File: src/rtl/cpu_ctrl_pkg.sv
// Shared control encodings for the multicycle CPU: FSM states, opcodes and datapath mux codes.
// The operand-B mux and the main control FSM both import these constants.
package cpu_ctrl_pkg;

  typedef enum logic [3:0] {
    IDLE    = 4'd0,
    FETCH   = 4'd1,
    DECODE  = 4'd2,
    MEM_ADR = 4'd3,
    MEM_RD  = 4'd4,
    MEM_WB  = 4'd5,
    MEM_WR  = 4'd6,
    R_EX    = 4'd7,
    ALU_WB  = 4'd8,
    I_EX    = 4'd9,
    BR_EX   = 4'd10,
    JMP     = 4'd11
  } state_t;

  localparam logic [5:0] OP_RTYPE = 6'b000000;
  localparam logic [5:0] OP_LW    = 6'b100011;
  localparam logic [5:0] OP_SW    = 6'b101011;
  localparam logic [5:0] OP_BEQ   = 6'b000100;
  localparam logic [5:0] OP_BNE   = 6'b000101;
  localparam logic [5:0] OP_ADDI  = 6'b001000;
  localparam logic [5:0] OP_ORI   = 6'b001101;
  localparam logic [5:0] OP_LUI   = 6'b001111;
  localparam logic [5:0] OP_J     = 6'b000010;

  localparam logic [2:0] SRCB_REG    = 3'b000;
  localparam logic [2:0] SRCB_FOUR   = 3'b001;
  localparam logic [2:0] SRCB_IMM    = 3'b010;
  localparam logic [2:0] SRCB_BRANCH = 3'b011;
  localparam logic [2:0] SRCB_ZIMM   = 3'b100;
  localparam logic [2:0] SRCB_LUI    = 3'b101;

  localparam logic [1:0] ALUOP_ADD   = 2'b00;
  localparam logic [1:0] ALUOP_SUB   = 2'b01;
  localparam logic [1:0] ALUOP_FUNCT = 2'b10;
  localparam logic [1:0] ALUOP_OR    = 2'b11;

  localparam logic [1:0] PCSRC_ALU    = 2'b00;
  localparam logic [1:0] PCSRC_ALUOUT = 2'b01;
  localparam logic [1:0] PCSRC_JUMP   = 2'b10;

  function automatic logic op_supported(input logic [5:0] op);
    case (op)
      OP_RTYPE, OP_LW, OP_SW, OP_BEQ, OP_BNE,
      OP_ADDI, OP_ORI, OP_LUI, OP_J: op_supported = 1'b1;
      default:                       op_supported = 1'b0;
    endcase
  endfunction

endpackage

File: src/rtl/mc_control_fsm_if.sv
// Control bundle between the main control FSM (master) and the CPU datapath (slave).
interface mc_control_fsm_if;
  logic [5:0] opcode;
  logic       zero;
  logic       mem_ready;
  logic       pc_write;
  logic       iord;
  logic       mem_read;
  logic       mem_write;
  logic       ir_write;
  logic       reg_dst;
  logic       mem_to_reg;
  logic       reg_write;
  logic       alu_src_a;
  logic [2:0] alu_src_b;
  logic [1:0] alu_op;
  logic [1:0] pc_source;
  logic       bad_op;

  modport master (
    input  opcode, zero, mem_ready,
    output pc_write, iord, mem_read, mem_write, ir_write, reg_dst, mem_to_reg,
           reg_write, alu_src_a, alu_src_b, alu_op, pc_source, bad_op
  );

  modport slave (
    output opcode, zero, mem_ready,
    input  pc_write, iord, mem_read, mem_write, ir_write, reg_dst, mem_to_reg,
           reg_write, alu_src_a, alu_src_b, alu_op, pc_source, bad_op
  );
endinterface

File: src/rtl/mc_control_fsm.sv
// Multicycle main control unit: sequences fetch/decode/execute/memory/writeback
// and drives every datapath select and write enable from the current state.
module mc_control_fsm
  import cpu_ctrl_pkg::*;
(
  input  logic              clk,
  input  logic              rst_n,
  mc_control_fsm_if.master  bus
);

  state_t     state;
  state_t     state_nxt;
  logic [5:0] op_q;

  // The opcode is captured in DECODE; everything after DECODE works from op_q.
  always_ff @(posedge clk or negedge rst_n) begin
    if (!rst_n) begin
      state <= IDLE;
      op_q  <= '0;
    end else begin
      state <= state_nxt;
      if (state == DECODE) op_q <= bus.opcode;
    end
  end

  always_comb begin
    state_nxt = IDLE;
    case (state)
      IDLE:    state_nxt = FETCH;
      FETCH:   state_nxt = bus.mem_ready ? DECODE : FETCH;
      DECODE: begin
        case (bus.opcode)
          OP_LW, OP_SW:            state_nxt = MEM_ADR;
          OP_RTYPE:                state_nxt = R_EX;
          OP_BEQ, OP_BNE:          state_nxt = BR_EX;
          OP_ADDI, OP_ORI, OP_LUI: state_nxt = I_EX;
          OP_J:                    state_nxt = JMP;
          default:                 state_nxt = FETCH;
        endcase
      end
      MEM_ADR: state_nxt = (op_q == OP_LW) ? MEM_RD : MEM_WR;
      MEM_RD:  state_nxt = bus.mem_ready ? MEM_WB : MEM_RD;
      MEM_WB:  state_nxt = FETCH;
      MEM_WR:  state_nxt = bus.mem_ready ? FETCH : MEM_WR;
      R_EX:    state_nxt = ALU_WB;
      ALU_WB:  state_nxt = FETCH;
      I_EX:    state_nxt = ALU_WB;
      BR_EX:   state_nxt = FETCH;
      JMP:     state_nxt = FETCH;
      default: state_nxt = IDLE;
    endcase
  end

  always_comb begin
    bus.pc_write   = 1'b0;
    bus.iord       = 1'b0;
    bus.mem_read   = 1'b0;
    bus.mem_write  = 1'b0;
    bus.ir_write   = 1'b0;
    bus.reg_dst    = 1'b0;
    bus.mem_to_reg = 1'b0;
    bus.reg_write  = 1'b0;
    bus.alu_src_a  = 1'b0;
    bus.alu_src_b  = SRCB_REG;
    bus.alu_op     = ALUOP_ADD;
    bus.pc_source  = PCSRC_ALU;
    bus.bad_op     = 1'b0;
    case (state)
      FETCH: begin
        bus.mem_read  = 1'b1;
        bus.alu_src_b = SRCB_FOUR;
        bus.ir_write  = bus.mem_ready;
        bus.pc_write  = bus.mem_ready;
      end
      DECODE: begin
        // Branch target is precomputed into ALUOut while the opcode is decoded.
        bus.alu_src_b = SRCB_BRANCH;
        bus.bad_op    = ~op_supported(bus.opcode);
      end
      MEM_ADR: begin
        bus.alu_src_a = 1'b1;
        bus.alu_src_b = SRCB_IMM;
      end
      MEM_RD: begin
        bus.mem_read = 1'b1;
        bus.iord     = 1'b1;
      end
      MEM_WB: begin
        bus.reg_write  = 1'b1;
        bus.mem_to_reg = 1'b1;
      end
      MEM_WR: begin
        bus.mem_write = 1'b1;
        bus.iord      = 1'b1;
      end
      R_EX: begin
        bus.alu_src_a = 1'b1;
        bus.alu_op    = ALUOP_FUNCT;
      end
      ALU_WB: begin
        bus.reg_write = 1'b1;
        bus.reg_dst   = (op_q == OP_RTYPE);
      end
      I_EX: begin
        bus.alu_src_a = 1'b1;
        case (op_q)
          OP_ORI: begin
            bus.alu_src_b = SRCB_ZIMM;
            bus.alu_op    = ALUOP_OR;
          end
          OP_LUI:  bus.alu_src_b = SRCB_LUI;
          default: bus.alu_src_b = SRCB_IMM;
        endcase
      end
      BR_EX: begin
        bus.alu_src_a = 1'b1;
        bus.alu_op    = ALUOP_SUB;
        bus.pc_source = PCSRC_ALUOUT;
        bus.pc_write  = ((op_q == OP_BEQ) & bus.zero) | ((op_q == OP_BNE) & ~bus.zero);
      end
      JMP: begin
        bus.pc_write  = 1'b1;
        bus.pc_source = PCSRC_JUMP;
      end
      default: ;
    endcase
  end

endmodule
File: src/flat_wrapper.sv
// flat-port wrapper written by rule: the top's interface ports become plain ports
module mc_control_fsm_flat import cpu_ctrl_pkg::*;
  (clk, rst_n, bus_opcode, bus_zero, bus_mem_ready, bus_pc_write, bus_iord, bus_mem_read, bus_mem_write, bus_ir_write, bus_reg_dst, bus_mem_to_reg, bus_reg_write, bus_alu_src_a, bus_alu_src_b, bus_alu_op, bus_pc_source, bus_bad_op);
  mc_control_fsm_if bus_i ();
  input  logic clk;
  input  logic rst_n;
  input wire logic [$bits(bus_i.opcode)-1:0] bus_opcode;
  input wire logic [$bits(bus_i.zero)-1:0] bus_zero;
  input wire logic [$bits(bus_i.mem_ready)-1:0] bus_mem_ready;
  output wire logic [$bits(bus_i.pc_write)-1:0] bus_pc_write;
  output wire logic [$bits(bus_i.iord)-1:0] bus_iord;
  output wire logic [$bits(bus_i.mem_read)-1:0] bus_mem_read;
  output wire logic [$bits(bus_i.mem_write)-1:0] bus_mem_write;
  output wire logic [$bits(bus_i.ir_write)-1:0] bus_ir_write;
  output wire logic [$bits(bus_i.reg_dst)-1:0] bus_reg_dst;
  output wire logic [$bits(bus_i.mem_to_reg)-1:0] bus_mem_to_reg;
  output wire logic [$bits(bus_i.reg_write)-1:0] bus_reg_write;
  output wire logic [$bits(bus_i.alu_src_a)-1:0] bus_alu_src_a;
  output wire logic [$bits(bus_i.alu_src_b)-1:0] bus_alu_src_b;
  output wire logic [$bits(bus_i.alu_op)-1:0] bus_alu_op;
  output wire logic [$bits(bus_i.pc_source)-1:0] bus_pc_source;
  output wire logic [$bits(bus_i.bad_op)-1:0] bus_bad_op;
  assign bus_i.opcode = bus_opcode;
  assign bus_i.zero = bus_zero;
  assign bus_i.mem_ready = bus_mem_ready;
  assign bus_pc_write = bus_i.pc_write;
  assign bus_iord = bus_i.iord;
  assign bus_mem_read = bus_i.mem_read;
  assign bus_mem_write = bus_i.mem_write;
  assign bus_ir_write = bus_i.ir_write;
  assign bus_reg_dst = bus_i.reg_dst;
  assign bus_mem_to_reg = bus_i.mem_to_reg;
  assign bus_reg_write = bus_i.reg_write;
  assign bus_alu_src_a = bus_i.alu_src_a;
  assign bus_alu_src_b = bus_i.alu_src_b;
  assign bus_alu_op = bus_i.alu_op;
  assign bus_pc_source = bus_i.pc_source;
  assign bus_bad_op = bus_i.bad_op;
  mc_control_fsm u_core (.clk(clk), .rst_n(rst_n), .bus(bus_i));
endmodule
File: config.mk
export PLATFORM = sky130hd
export DESIGN_NAME = mc_control_fsm_flat
export DESIGN_NICKNAME = d
export VERILOG_FILES = /design/src/rtl/cpu_ctrl_pkg.sv /design/src/rtl/mc_control_fsm_if.sv /design/src/rtl/mc_control_fsm.sv /design/src/flat_wrapper.sv
export SDC_FILE = /design/constraint.sdc
export NUM_CORES = 1
export LEC_CHECK = 0
export ABC_AREA = 1
export BUFFER_PORTS_ARGS = -buffer_cell sky130_fd_sc_hd__buf_2
export CORE_ASPECT_RATIO = 0.7
export CORE_MARGIN = 2
export CORE_UTILIZATION = 40
export DETAILED_ROUTE_END_ITERATION = 16
export PLACE_DENSITY = 0.66
export SYNTH_ARGS = -nofsm -noshare
export SYNTH_HDL_FRONTEND = slang
export SYNTH_SLANG_ARGS = --single-unit
File: constraint.sdc
create_clock -name clk -period 1.3 [get_ports clk]
set_input_delay 0 -clock clk [delete_from_list [all_inputs] [get_ports clk]]
set_output_delay 0 -clock clk [all_outputs]
set_load 0.02 [all_outputs]
==> impl_metrics.csv, run 1 <==
group,metric,value,unit
cells_and_area,fillers,116,
timing,rsz0062_at_grt,"true",
place,port_buffers,26,
logic_synthesis,synth_top_cell_by_area,"dfrtp_1",
timing,fin_crit,1.49,ns
logic_synthesis,synth-seq-area-share,31.8,%
cells_and_area,multi_input_area,602,µm²
floorplanning,core_area,1850,µm²
job,drv_cap,0,
cells_and_area,finalNonFillerCells,208,
logic_synthesis,synth.distinct_cells,18,
power_and_ir_drop,ir_drop,1430,µV
logic_synthesis,avgSynthCellArea,5.92,µm²
global_route,grt_max_degree,11,
place,place_area,973,µm²
critical_path,crit_fanout,4,
critical_path,crit_type,"register to output port",
timing,drv_slew,0,
critical_path,critPathLaunch,"u_core.state[2]",
cells_and_area,drive_gt1_share,50.0,%
global_route,grtUsageTotal,21.7,%
global_route,grt_pass1_vias,838,
timing,worst_pin_slew,0.296,ns
cells_and_area,register_area,253,µm²
cts,cts_tree,"done",
power_and_ir_drop,power,3170,µW
cells_and_area,design_area,1440,µm²
timing,fin_ws,-0.189,ns
cells_and_area,area_growth,83.0,%
hold_path,hp-class,"input pin to register",
floorplanning,start_util,42.4,%
run_status,violations,"setup timing",
logic_synthesis,synthesis.area,787,µm²
cells_and_area,fin_util,77.7,%
floorplanning,ios,27,
timing,totalNegativeSetupSlack,-1.79,ns
drt,vias,1123,
cts,clkLatencyLatePin,0.27,ns
drt,dr.first_iter.drc_count,97,
critical_path,startpoint_type,"register",
logic_synthesis,synth_seq_cells,10,
drt,vias_per_cell,5.40,
critical_path,r2r_slack,-0.07,ns
global_route,use_met1,26.9,%
logic_synthesis,syn-num-nets,143,
cells_and_area,nets,197,
run_status,status,"finished, violations left",
drt,first_pass_iters,4,
critical_path,critPathArrivalTime,1.49,ns
global_route,grt-ovfl-total,0,
power_and_ir_drop,power.density_cell_area,2200,nW/µm²
logic_synthesis,ys_top_cells_by_area,"dfrtp_1 32%, nand2_1 18%, nor2_1 11%, inv_1 10%, nand3_1 6.4%",
timing,fmax,672,MHz
critical_path,reg2reg_from,"u_core.state[3]",
logic_synthesis,syn_inst,133,
power_and_ir_drop,p_leak,0.000754,µW
floorplanning,dieHeight,41.1,µm
floorplanning,dieWidth,57.0,µm
cts,clockBufferDepth,2,
timing,maxSlewHeadroom,80.2,%
global_route,grtUsageMet2,39.4,%
global_route,grt_use_met3,4.42,%
drt,avgRoutedWirePerCell,14.5,µm
cts,cts-root-buf,"clkbuf_4",
critical_path,rr_endpoint,"u_core.op_q[0]",
drt,wirelength,3.02,mm
critical_path,rr_worst_depth,7,
cts,cts_sinks,10,
timing,post-route-period-util,115,%
timing,setup_viol,19,
cts,cts.clk_slew.worst_paths,0.07,ns
critical_path,required,1.30,ns
floorplanning,dieArea,2340,µm²
cts,htree_levels,1,
floorplanning,row_count,13,
place,dp_cells,185,
timing,hold_violations,0,
critical_path,worst_setup_path_end_kind,"output port",
global_route,grt_pass1_wl,3.71,mm
place,hpwlAfterDp,1.63,mm
drt,drc_errors,0,
timing,skew,0.00654,ns
global_route,grt-busiest-layer,"met2",
place,gp_congestion,0.851,
critical_path,cp-endpoint,"bus_pc_write",
cells_and_area,diodes,0,
global_route,antenna_found_initial,0,
logic_synthesis,ys_warn_count,0,
drt,ant_nets,0,
logic_synthesis,synth_top_cell_area_share,31.8,%
cts,cts_buffers,3,
## flip-flops by register name, indices dropped and copies added, names as in the netlist
signal,count
u_core.op_q,6
u_core.state,4
## where the power goes
group          leakage, µW  internal [µW]  switching, µW  total (µW)
registers         0.000122            457            205         662
clock network    0.0000210            170            106         276
logic             0.000611            971           1260        2240
total             0.000754           1600           1580        3170
## stage by stage
step           worst slack [ns]  hold WS, ns
2_1_floorplan           0.00249       -0.296
3_3_place_gp             0.0207       -0.138
3_5_place_dp             0.0685       -0.136
4_1_cts                  -0.109       0.0274
5_1_grt                  -0.251       0.0494
6_report                 -0.189       0.0392
## cell type report
type                       instances  area share [%]
inverter                          24            7.30
multi-input combinational         98            41.8
timing repair buffer              49            28.5
tap                               22            1.91
timing repair inverter             1           0.434
sequential                        10            17.5
clock buffer                       4            2.52
## critical path, cell delays in order (launching register included)
cell,delay [ns]
dfrtp_1,0.42
inv_2,0.12
nand2_2,0.09
buf_4,0.17
nor2_4,0.11
inv_2,0.05
o21ai_2,0.14
buf_6,0.13
## cells in the mapped netlist (all sizes together)
master and n:
nand2 39, nand3 10, nor3 3, or2 1, nor4 1, a31oi 1, inv 24, dfrtp 10
nor2 26, o21ai 11, buf 1, o211ai 1, nand4 5
## kinds of logic (layout without fill, tap and decap cells)
logic type	after synthesis	in the layout	synth area share, %
simple gates	85	85	46.1
flops	10	10	31.8
buf+inv	25	78	12.9
compound gates	13	13	9.22
## cells in the final DEF (no fill, tap or decap), types with 2 or more instances in the layout
master	count
nand2_1	30
buf_4	20
buf_6	16
nor2_1	15
inv_1	14
nor2_4	10
buf_2	10
dfrtp_1	8
nand3_1	7
inv_2	6
o21ai_0	6
nand2_2	5
nand4_1	5
nand2_4	4
inv_4	4
o21ai_2	3
clkbuf_4	3
dlygate4sd3_1	3
nand3_2	2
nor3_1	2
o21ai_1	2
dfrtp_2	2
## per-layer routing
| metal | share of wire, % | wire, µm | up-vias |
|---|---|---|---|
| met3 | 7.3 | 221 | 10 |
| li1 | - | - | 528 |
| met5 | 0 | 0 | - |
| met4 | 2.5 | 77 | 0 |
| met2 | 49 | 1490 | 60 |
| met1 | 41 | 1230 | 525 |
## how the worst min path moves through the flow
| stage | to | cells past startpoint | startpoint |
|---|---|---|---|
| after floorplan | u_core.op_q[0] | 0 | rst_n |
| after global placement | u_core.op_q[5] | 1 | rst_n |
| after detailed placement | u_core.op_q[2] | 1 | rst_n |
| after CTS | u_core.op_q[1] | 3 | bus_opcode[1] |
| after global routing | u_core.op_q[1] | 3 | bus_opcode[1] |
| final | u_core.op_q[3] | 3 | bus_opcode[3] |
## repair_timing
action / 4_1_cts / 5_1_grt
setup endpoints to repair: 12 / 19
endpoints found under the hold margin: 12 / 0
hold buffers: 3 / 0
setup buffers: 7 / 8
gates resized for setup: 45 / 46
pin swaps: 7 / 7
gates cloned: 0 / 1
(Power assumes the default switching activity.)
==> run 2, diff against run 1 <==
--- a/config.mk
+++ b/config.mk
@@ -7,11 +7,13 @@
 export LEC_CHECK = 0
 export ABC_AREA = 1
 export BUFFER_PORTS_ARGS = -buffer_cell sky130_fd_sc_hd__buf_2
+export CELL_PAD_IN_SITES_DETAIL_PLACEMENT = 2
+export CELL_PAD_IN_SITES_GLOBAL_PLACEMENT = 2
 export CORE_ASPECT_RATIO = 0.7
 export CORE_MARGIN = 2
-export CORE_UTILIZATION = 40
+export CORE_UTILIZATION = 24
 export DETAILED_ROUTE_END_ITERATION = 16
-export PLACE_DENSITY = 0.66
+export PLACE_DENSITY_LB_ADDON = 0.1
 export SYNTH_ARGS = -nofsm -noshare
 export SYNTH_HDL_FRONTEND = slang
 export SYNTH_SLANG_ARGS = --single-unit
==> run 2 against run 1 <==
  * Clock power rose by 56%
  * Cell area rose by 15%
  * Routed wire length rose by 88%
  * Clock skew rose by 0.0061 ns
  * Cell count rose by 14%
  * Sequential cell count did not move
  * Global-route usage rose by 2.8 points
  * Worst hold slack got worse by 0.0064 ns
  * Count of clock-buffer cells in the layout did not move
  * Core utilization fell by 25 points
  * The flow still finishes with violations (setup timing)
  * Highest routed layer unchanged
  * Sequential power rose by 6.3%
  * Largest cell class unchanged
  * Critical endpoint is now bus_alu_src_a
  * Power rose by 29%
==> impl_metrics.csv, run 2 (synthesis results as in run 1) <==
group,metric,value,unit
run_status,violations,"setup timing",
global_route,grtUsageTotal,24.5,%
job,drv_cap,0,
critical_path,worst_setup_path_end_kind,"output port",
drt,drc_errors,0,
global_route,grt-ovfl-total,0,
cts,clockBufferDepth,2,
critical_path,startpoint_type,"register",
timing,maxSlewHeadroom,74.8,%
critical_path,critPathArrivalTime,1.57,ns
timing,hold_violations,0,
place,hpwlAfterDp,2.57,mm
cells_and_area,diodes,0,
floorplanning,row_count,17,
drt,dr.first_iter.drc_count,22,
floorplanning,dieWidth,72.4,µm
critical_path,crit_type,"register to output port",
critical_path,critPathLaunch,"u_core.state[3]",
hold_path,hp-class,"input pin to register",
cts,clkLatencyLatePin,0.26,ns
floorplanning,start_util,25.0,%
drt,vias,1235,
timing,fin_crit,1.57,ns
global_route,grt-busiest-layer,"met2",
drt,avgRoutedWirePerCell,24.0,µm
power_and_ir_drop,power.density_cell_area,2470,nW/µm²
place,port_buffers,26,
timing,totalNegativeSetupSlack,-3.35,ns
cells_and_area,mostFrequentLayoutCell,"buf_4",
cts,cts-root-buf,"clkbuf_8",
timing,holdWs,0.0328,ns
power_and_ir_drop,power,4080,µW
drt,ant_nets,0,
drt,wirelength,5.69,mm
cts,cts_tree,"done",
cells_and_area,area_growth,110,%
critical_path,reg2reg_from,"u_core.state[3]",
cts,cts.clk_slew.worst_paths,0.07,ns
cells_and_area,largest_reg_flops,6,
cells_and_area,nets,210,
critical_path,crit_fanout,4,
place,gp_congestion,0.833,
timing,rsz0062_at_grt,"true",
place,dp_cells,206,
global_route,grt_max_degree,11,
timing,setup_viol,25,
run_status,status,"finished, violations left",
cells_and_area,top_register,"u_core.op_q",
timing,fin_ws,-0.273,ns
timing,drv_slew,0,
floorplanning,dieHeight,51.9,µm
cells_and_area,layout_common_cells,"28 x buf_4, 23 x nand2_1, 22 x buf_6",
cells_and_area,fillers,360,
cells_and_area,drive_gt1_share,62.8,%
cts,htree_levels,1,
cts,cts_sinks,10,
drt,first_pass_iters,4,
hold_path,hp-start,"bus_opcode[4]",
global_route,grt_use_met3,3.10,%
critical_path,required,1.30,ns
floorplanning,ios,27,
timing,fmax,636,MHz
global_route,grtUsageMet2,45.0,%
cells_and_area,largestRegisters,"u_core.op_q x6, u_core.state x4",
global_route,grt_pass1_wl,6.62,mm
global_route,use_met1,30.2,%
drt,vias_per_cell,5.21,
floorplanning,dieArea,3760,µm²
cells_and_area,finalNonFillerCells,237,
floorplanning,core_area,3150,µm²
timing,skew,0.0126,ns
global_route,antenna_found_initial,0,
cts,cts_buffers,3,
timing,post-route-period-util,121,%
power_and_ir_drop,p_leak,0.000865,µW
global_route,grt_pass1_vias,1193,
timing,worst_pin_slew,0.376,ns
power_and_ir_drop,ir_drop,1340,µV
-- run 2: changes by cell type in the layout (fill, tap and decap cells not counted), moves of 3 or more --
cell | previous run | this run
buf_4 | 20 | 28
nand2_1 | 30 | 23
buf_6 | 16 | 22
nor2_2 | 1 | 6
nand2_4 | 4 | 8
o21ai_0 | 6 | 2
o21ai_2 | 3 | 7
clkbuf_4 | 3 | 0
clkbuf_8 | 1 | 4
nand2_2 | 5 | 8
nor2_4 | 10 | 7
-- run 2: path summary, 6_finish.rpt --
| kind | to | slack, ns | depth (start not counted) |
|---|---|---|---|
| hold reg to reg | u_core.op_q[4] | 0.60 | 2 |
| min in group asynchronous | u_core.state[3] | 0.17 | 2 |
| setup reg to reg | u_core.state[3] | -0.22 | 9 |
| hold / removal | u_core.op_q[4] | 0.03 | 3 |
| setup / recovery | bus_alu_src_a | -0.27 | 7 |
| max in group asynchronous | u_core.state[2] | 0.88 | 2 |
-- run 2: final cells by class --
| type | count | area, µm² | area share [%] |
|---|---|---|---|
| tap | 38 | 47.5 | 2.87 |
| sequential | 10 | 255 | 15.4 |
| timing repair buffer | 63 | 543 | 32.8 |
| multi-input combinational | 98 | 653 | 39.5 |
| inverter | 24 | 100 | 6.05 |
| clock buffer | 4 | 55.1 | 3.33 |
-- run 2: stage by stage --
step / area [µm²] / utilization [%] / setup slack [ns]
after floorplan: 790 / - / 0.00249
after global placement: 1040 / 33.1 / 0.0381
after detailed placement: 1040 / 33.1 / -0.0526
after CTS: 1340 / 42.6 / -0.130
after global routing: 1650 / 52.5 / -0.312
final: 1650 / 52.5 / -0.273
-- run 2: repair_timing --
action / in CTS / in global routing
endpoints found under the hold margin: 10 / 0
setup buffers: 11 / 16
pin swaps: 12 / 19
resized for setup: 51 / 66
endpoints found under the setup margin: 12 / 25
hold buffers: 1 / 0
-- run 2: where the power goes --
| part | switching [µW] | leakage [µW] | internal, µW | total (µW) |
|---|---|---|---|---|
| sequential | 242 | 0.000120 | 462 | 704 |
| combinational | 1660 | 0.000717 | 1290 | 2950 |
| clock | 163 | 0.0000288 | 269 | 431 |
-- run 2: layer usage --
| layer | part of all wire (%) | wire length, µm |
|---|---|---|
| met2 | 45 | 2540 |
| met3 | 4.2 | 239 |
| met5 | 0 | 0 |
| met4 | 3.8 | 216 |
| met1 | 47 | 2690 |
-- run 2: worst max-delay path: stages (launching register included) --
cell and delay (ns):
dfrtp_2 0.46, buf_6 0.14, nand2_4 0.07, nor2_4 0.05, buf_4 0.15, a31oi_4 0.18
nand3_1 0.10, buf_4 0.17
==> run 3, diff against run 2 <==
--- a/config.mk
+++ b/config.mk
@@ -5,13 +5,12 @@
 export SDC_FILE = /design/constraint.sdc
 export NUM_CORES = 1
 export LEC_CHECK = 0
-export ABC_AREA = 1
 export BUFFER_PORTS_ARGS = -buffer_cell sky130_fd_sc_hd__buf_2
 export CELL_PAD_IN_SITES_DETAIL_PLACEMENT = 2
 export CELL_PAD_IN_SITES_GLOBAL_PLACEMENT = 2
 export CORE_ASPECT_RATIO = 0.7
 export CORE_MARGIN = 2
-export CORE_UTILIZATION = 24
+export CORE_UTILIZATION = 28
 export DETAILED_ROUTE_END_ITERATION = 16
 export PLACE_DENSITY_LB_ADDON = 0.1
 export SYNTH_ARGS = -nofsm -noshare
==> run 3 against run 2 <==
  * The flow now stops in global routing
  * Synthesized cell count decreased by 12%
  * Synthesized area increased by 16%
==> impl_metrics.csv, run 3 <==
group,metric,value,unit
logic_synthesis,ys_top_cells_by_area,"dfrtp_1 27%, mux2_2 8.6%, nor2_1 8.2%, a21oi_1 5.5%, buf_2 3.8%",
logic_synthesis,synth.distinct_cells,37,
timing,repair-timing-grt-worst-ep,"bus_reg_dst",
place,hpwlAfterDp,2.83,mm
logic_synthesis,avgSynthCellArea,7.80,µm²
cts,clockBufferDepth,2,
logic_synthesis,synth_edf_count,0,
logic_synthesis,syn-num-nets,127,
floorplanning,ios,27,
floorplanning,row_count,17,
logic_synthesis,yosysMostFrequentCell,"nor2_1",
run_status,stop_stage,"global routing",
logic_synthesis,synth_common_cells,"20 x nor2_1, 10 x a21oi_1, 10 x dfrtp_1",
place,place_area,1290,µm²
logic_synthesis,synth_seq_cells,10,
timing,worst_path_end_type,"top-level output",
floorplanning,dieWidth,72.2,µm
cts,cts_sinks,10,
floorplanning,start_util,29.2,%
logic_synthesis,syn_inst,117,
global_route,antenna_found_initial,0,
cts,cts_buffers,3,
logic_synthesis,synthFlopType,"dfrtp_1",
run_status,firstError,"[ERROR DPL-0033] detailed placement checks failed during check placement.",
logic_synthesis,synth_top_cell_by_area,"dfrtp_1",
floorplanning,dieHeight,51.8,µm
logic_synthesis,ys_warn_count,0,
run_status,status,"did not finish",
cts,cts-root-buf,"clkbuf_8",
cts,htree_levels,1,
place,gp_congestion,0.793,
logic_synthesis,synthesis.area,912,µm²
place,port_buffers,26,
logic_synthesis,synth_top_cell_area_share,27.4,%
global_route,grt_max_degree,11,
logic_synthesis,synth-seq-area-share,27.4,%
logic_synthesis,async_flop_share,100,%
## run 3: cell count changes after synthesis, moves of 3 or more
cell / delta
a21oi_1: +10
buf_2: +7
nand2_1: -31
mux2_2: +7
nand3_1: -7
nor2b_1: +3
o21ai_0: -3
nor2_1: -4
nand4_1: -4
nand2b_1: +5
inv_1: -19
nand4b_1: +3
## run 3: what timing repair did
item                                   CTS
cloned                                   1
pin swaps                               13
buffers inserted                        13
hold buffers                             1
endpoints found under the hold margin   10
setup endpoints to repair               26
resized for setup                       63
## run 3: through the flow
stage,setup WS (ns),hold slack (ns),cells
floorplan,-0.0639,-0.296,117
global placement,-0.0150,-0.125,201
detailed placement,-0.0712,-0.121,201
CTS,-0.246,0.100,220
## run 3: logic make-up after synthesis
kind of cell	share of synthesized area (%)
xor+xnor	1.92
flops	27.4
buf+inv	7.13
mux	8.64
compound gates	17.7
simple gates	37.2
==> run 4, diff against run 3 <==
--- a/config.mk
+++ b/config.mk
@@ -6,13 +6,10 @@
 export NUM_CORES = 1
 export LEC_CHECK = 0
 export BUFFER_PORTS_ARGS = -buffer_cell sky130_fd_sc_hd__buf_2
-export CELL_PAD_IN_SITES_DETAIL_PLACEMENT = 2
-export CELL_PAD_IN_SITES_GLOBAL_PLACEMENT = 2
-export CORE_ASPECT_RATIO = 0.7
 export CORE_MARGIN = 2
-export CORE_UTILIZATION = 28
+export CORE_UTILIZATION = 25
 export DETAILED_ROUTE_END_ITERATION = 16
-export PLACE_DENSITY_LB_ADDON = 0.1
+export PLACE_DENSITY_LB_ADDON = 0.15
 export SYNTH_ARGS = -nofsm -noshare
 export SYNTH_HDL_FRONTEND = slang
 export SYNTH_SLANG_ARGS = --single-unit
==> run 4 against run 3 <==
  * The flow now finishes, with violations (setup timing)
  * Synthesized area unchanged
  * Synthesized cell count is the same
==> impl_metrics.csv, run 4 <==
group,metric,value,unit
cells_and_area,largest_reg_flops,6,
cts,clkLatencyLatePin,0.26,ns
critical_path,worst_setup_path_end_kind,"output port",
timing,maxSlewHeadroom,76.1,%
logic_synthesis,synth_common_cells,"20 x nor2_1, 10 x a21oi_1, 10 x dfrtp_1",
drt,vias,1126,
place,port_buffers,26,
floorplanning,dieArea,4150,µm²
cells_and_area,drive_gt1_share,70.4,%
power_and_ir_drop,ir_drop,661,µV
critical_path,required,1.30,ns
timing,worst_pin_slew,0.356,ns
cts,cts_sinks,10,
critical_path,startpoint_type,"register",
cts,cts.clk_slew.worst_paths,0.07,ns
timing,holdWs,0.0813,ns
timing,fin_ws,-0.243,ns
logic_synthesis,ys_warn_count,0,
floorplanning,row_count,21,
global_route,grt_pass1_vias,1091,
drt,drc_errors,0,
cts,cts_buffers,3,
logic_synthesis,synth_edf_count,0,
floorplanning,dieHeight,64.4,µm
floorplanning,ios,27,
cells_and_area,largestRegisters,"u_core.op_q x6, u_core.state x4",
drt,first_pass_iters,4,
timing,fmax,648,MHz
place,gp_congestion,0.857,
cts,htree_levels,1,
timing,fin_crit,1.54,ns
floorplanning,start_util,26.7,%
drt,dr.first_iter.drc_count,43,
cells_and_area,layout_common_cells,"32 x buf_4, 20 x buf_6, 10 x buf_2",
cts,cts-root-buf,"clkbuf_4",
global_route,grtUsageTotal,15.5,%
hold_path,hp-class,"input pin to register",
logic_synthesis,async_flop_share,100,%
global_route,antenna_found_initial,0,
floorplanning,core_area,3420,µm²
logic_synthesis,synthFlopType,"dfrtp_1",
cells_and_area,finalNonFillerCells,225,
place,place_area,1260,µm²
cells_and_area,fillers,323,
floorplanning,dieWidth,64.4,µm
cells_and_area,area_growth,103,%
logic_synthesis,ys_top_cells_by_area,"dfrtp_1 27%, mux2_2 8.6%, nor2_1 8.2%, a21oi_1 5.5%, buf_2 3.8%",
logic_synthesis,synthesis.area,912,µm²
drt,ant_nets,0,
timing,hold_violations,0,
timing,post-route-period-util,119,%
critical_path,r2r_slack,-0.18,ns
cells_and_area,diodes,0,
run_status,violations,"setup timing",
place,hpwlAfterDp,2.13,mm
logic_synthesis,syn-num-nets,127,
timing,setup_viol,23,
critical_path,crit_fanout,6,
logic_synthesis,synth.distinct_cells,37,
cells_and_area,nets,190,
hold_path,hold-path-cell-count,2,
logic_synthesis,synth_seq_cells,10,
power_and_ir_drop,power,4340,µW
critical_path,critPathArrivalTime,1.54,ns
place,dp_cells,203,
global_route,grt_pass1_wl,5.11,mm
logic_synthesis,synth_top_cell_by_area,"dfrtp_1",
drt,vias_per_cell,5.00,
drt,avgRoutedWirePerCell,14.6,µm
cells_and_area,mostFrequentLayoutCell,"buf_4",
cts,cts_tree,"done",
logic_synthesis,synth_top_cell_area_share,27.4,%
job,drv_cap,0,
timing,drv_slew,0,
logic_synthesis,synth-seq-area-share,27.4,%
logic_synthesis,avgSynthCellArea,7.80,µm²
cts,clockBufferDepth,2,
timing,skew,0.00145,ns
place,dp_slack,-0.0147,ns
critical_path,rr_worst_depth,6,
power_and_ir_drop,power.density_cell_area,2350,nW/µm²
power_and_ir_drop,p_leak,0.000761,µW
cells_and_area,design_area,1850,µm²
logic_synthesis,syn_inst,117,
cells_and_area,top_register,"u_core.op_q",
drt,wirelength,3.29,mm
run_status,status,"finished, violations left",
global_route,grt_max_degree,11,
timing,rsz0062_at_grt,"true",
global_route,grt-ovfl-total,0,
logic_synthesis,yosysMostFrequentCell,"nor2_1",
critical_path,crit_type,"register to output port",
run 4: cell counts after synthesis:
No cell type changed its count.
run 4: critical path: stages (launching register included):
cell and delay (ns):
dfrtp_2 0.47, nand2b_4 0.18, or3_4 0.38, a21oi_4 0.13, buf_6 0.13
run 4: stage by stage:
step           TNS, ns  utilization, %
2_1_floorplan   -0.384               -
3_3_place_gp   -0.0179            36.9
3_5_place_dp   -0.0443            36.9
4_1_cts          -2.65            45.2
5_1_grt          -4.59            54.1
6_report         -3.05            54.1
run 4: area by class of cell:
type | instances | area [µm²] | area share (%)
Clock buffer | 4 | 36.3 | 1.96
Multi-Input combinational cell | 94 | 876 | 47.4
Timing Repair Buffer | 68 | 616 | 33.3
Tap cell | 46 | 57.6 | 3.11
Sequential cell | 10 | 253 | 13.7
Inverter | 3 | 11.3 | 0.609
run 4: routing by layer:
layer	wire length [µm]	part of all wire (%)	global-route usage [%]
met5	0	0	0
met4	93	2.8	7.18
met3	101	3.1	1.41
met2	1690	51	26.0
met1	1400	43	20.0
run 4: cells by family (layout without fill, tap and decap cells):
family | after synthesis | count (layout) | share of synthesized area [%]
AO/OA/AOI/OAI | 26 | 26 | 17.7
multiplexers | 7 | 7 | 8.64
flip-flops | 10 | 10 | 27.4
buffers and inverters | 13 | 75 | 7.13
XOR/XNOR | 2 | 2 | 1.92
AND/OR/NAND/NOR | 59 | 59 | 37.2
run 4: path summary, 6_finish.rpt:
kind / start / to
worst max-delay path: u_core.state[1] / bus_alu_op[0]
worst min-delay path: bus_opcode[4] / u_core.op_q[4]
worst max register to register: u_core.state[1] / u_core.op_q[2]
worst min register to register: u_core.op_q[0] / u_core.op_q[0]
max in group asynchronous: rst_n / u_core.state[3]
min in group asynchronous: rst_n / u_core.state[0]
run 4: timing repair:
action / 4_1_cts / 5_1_grt
setup endpoints to repair: 22 / 27
hold buffers: 1 / 0
pin swaps: 9 / 18
resized for setup: 38 / 64
buffers inserted: 12 / 7
endpoints found under the hold margin: 10 / 0
run 4: report_power, final:
group / leakage [µW] / switching (µW) / internal, µW
Sequential: 0.000119 / 159 / 466
Combinational: 0.000621 / 1570 / 1870
Clock: 0.0000210 / 102 / 170
Total: 0.000761 / 1830 / 2500
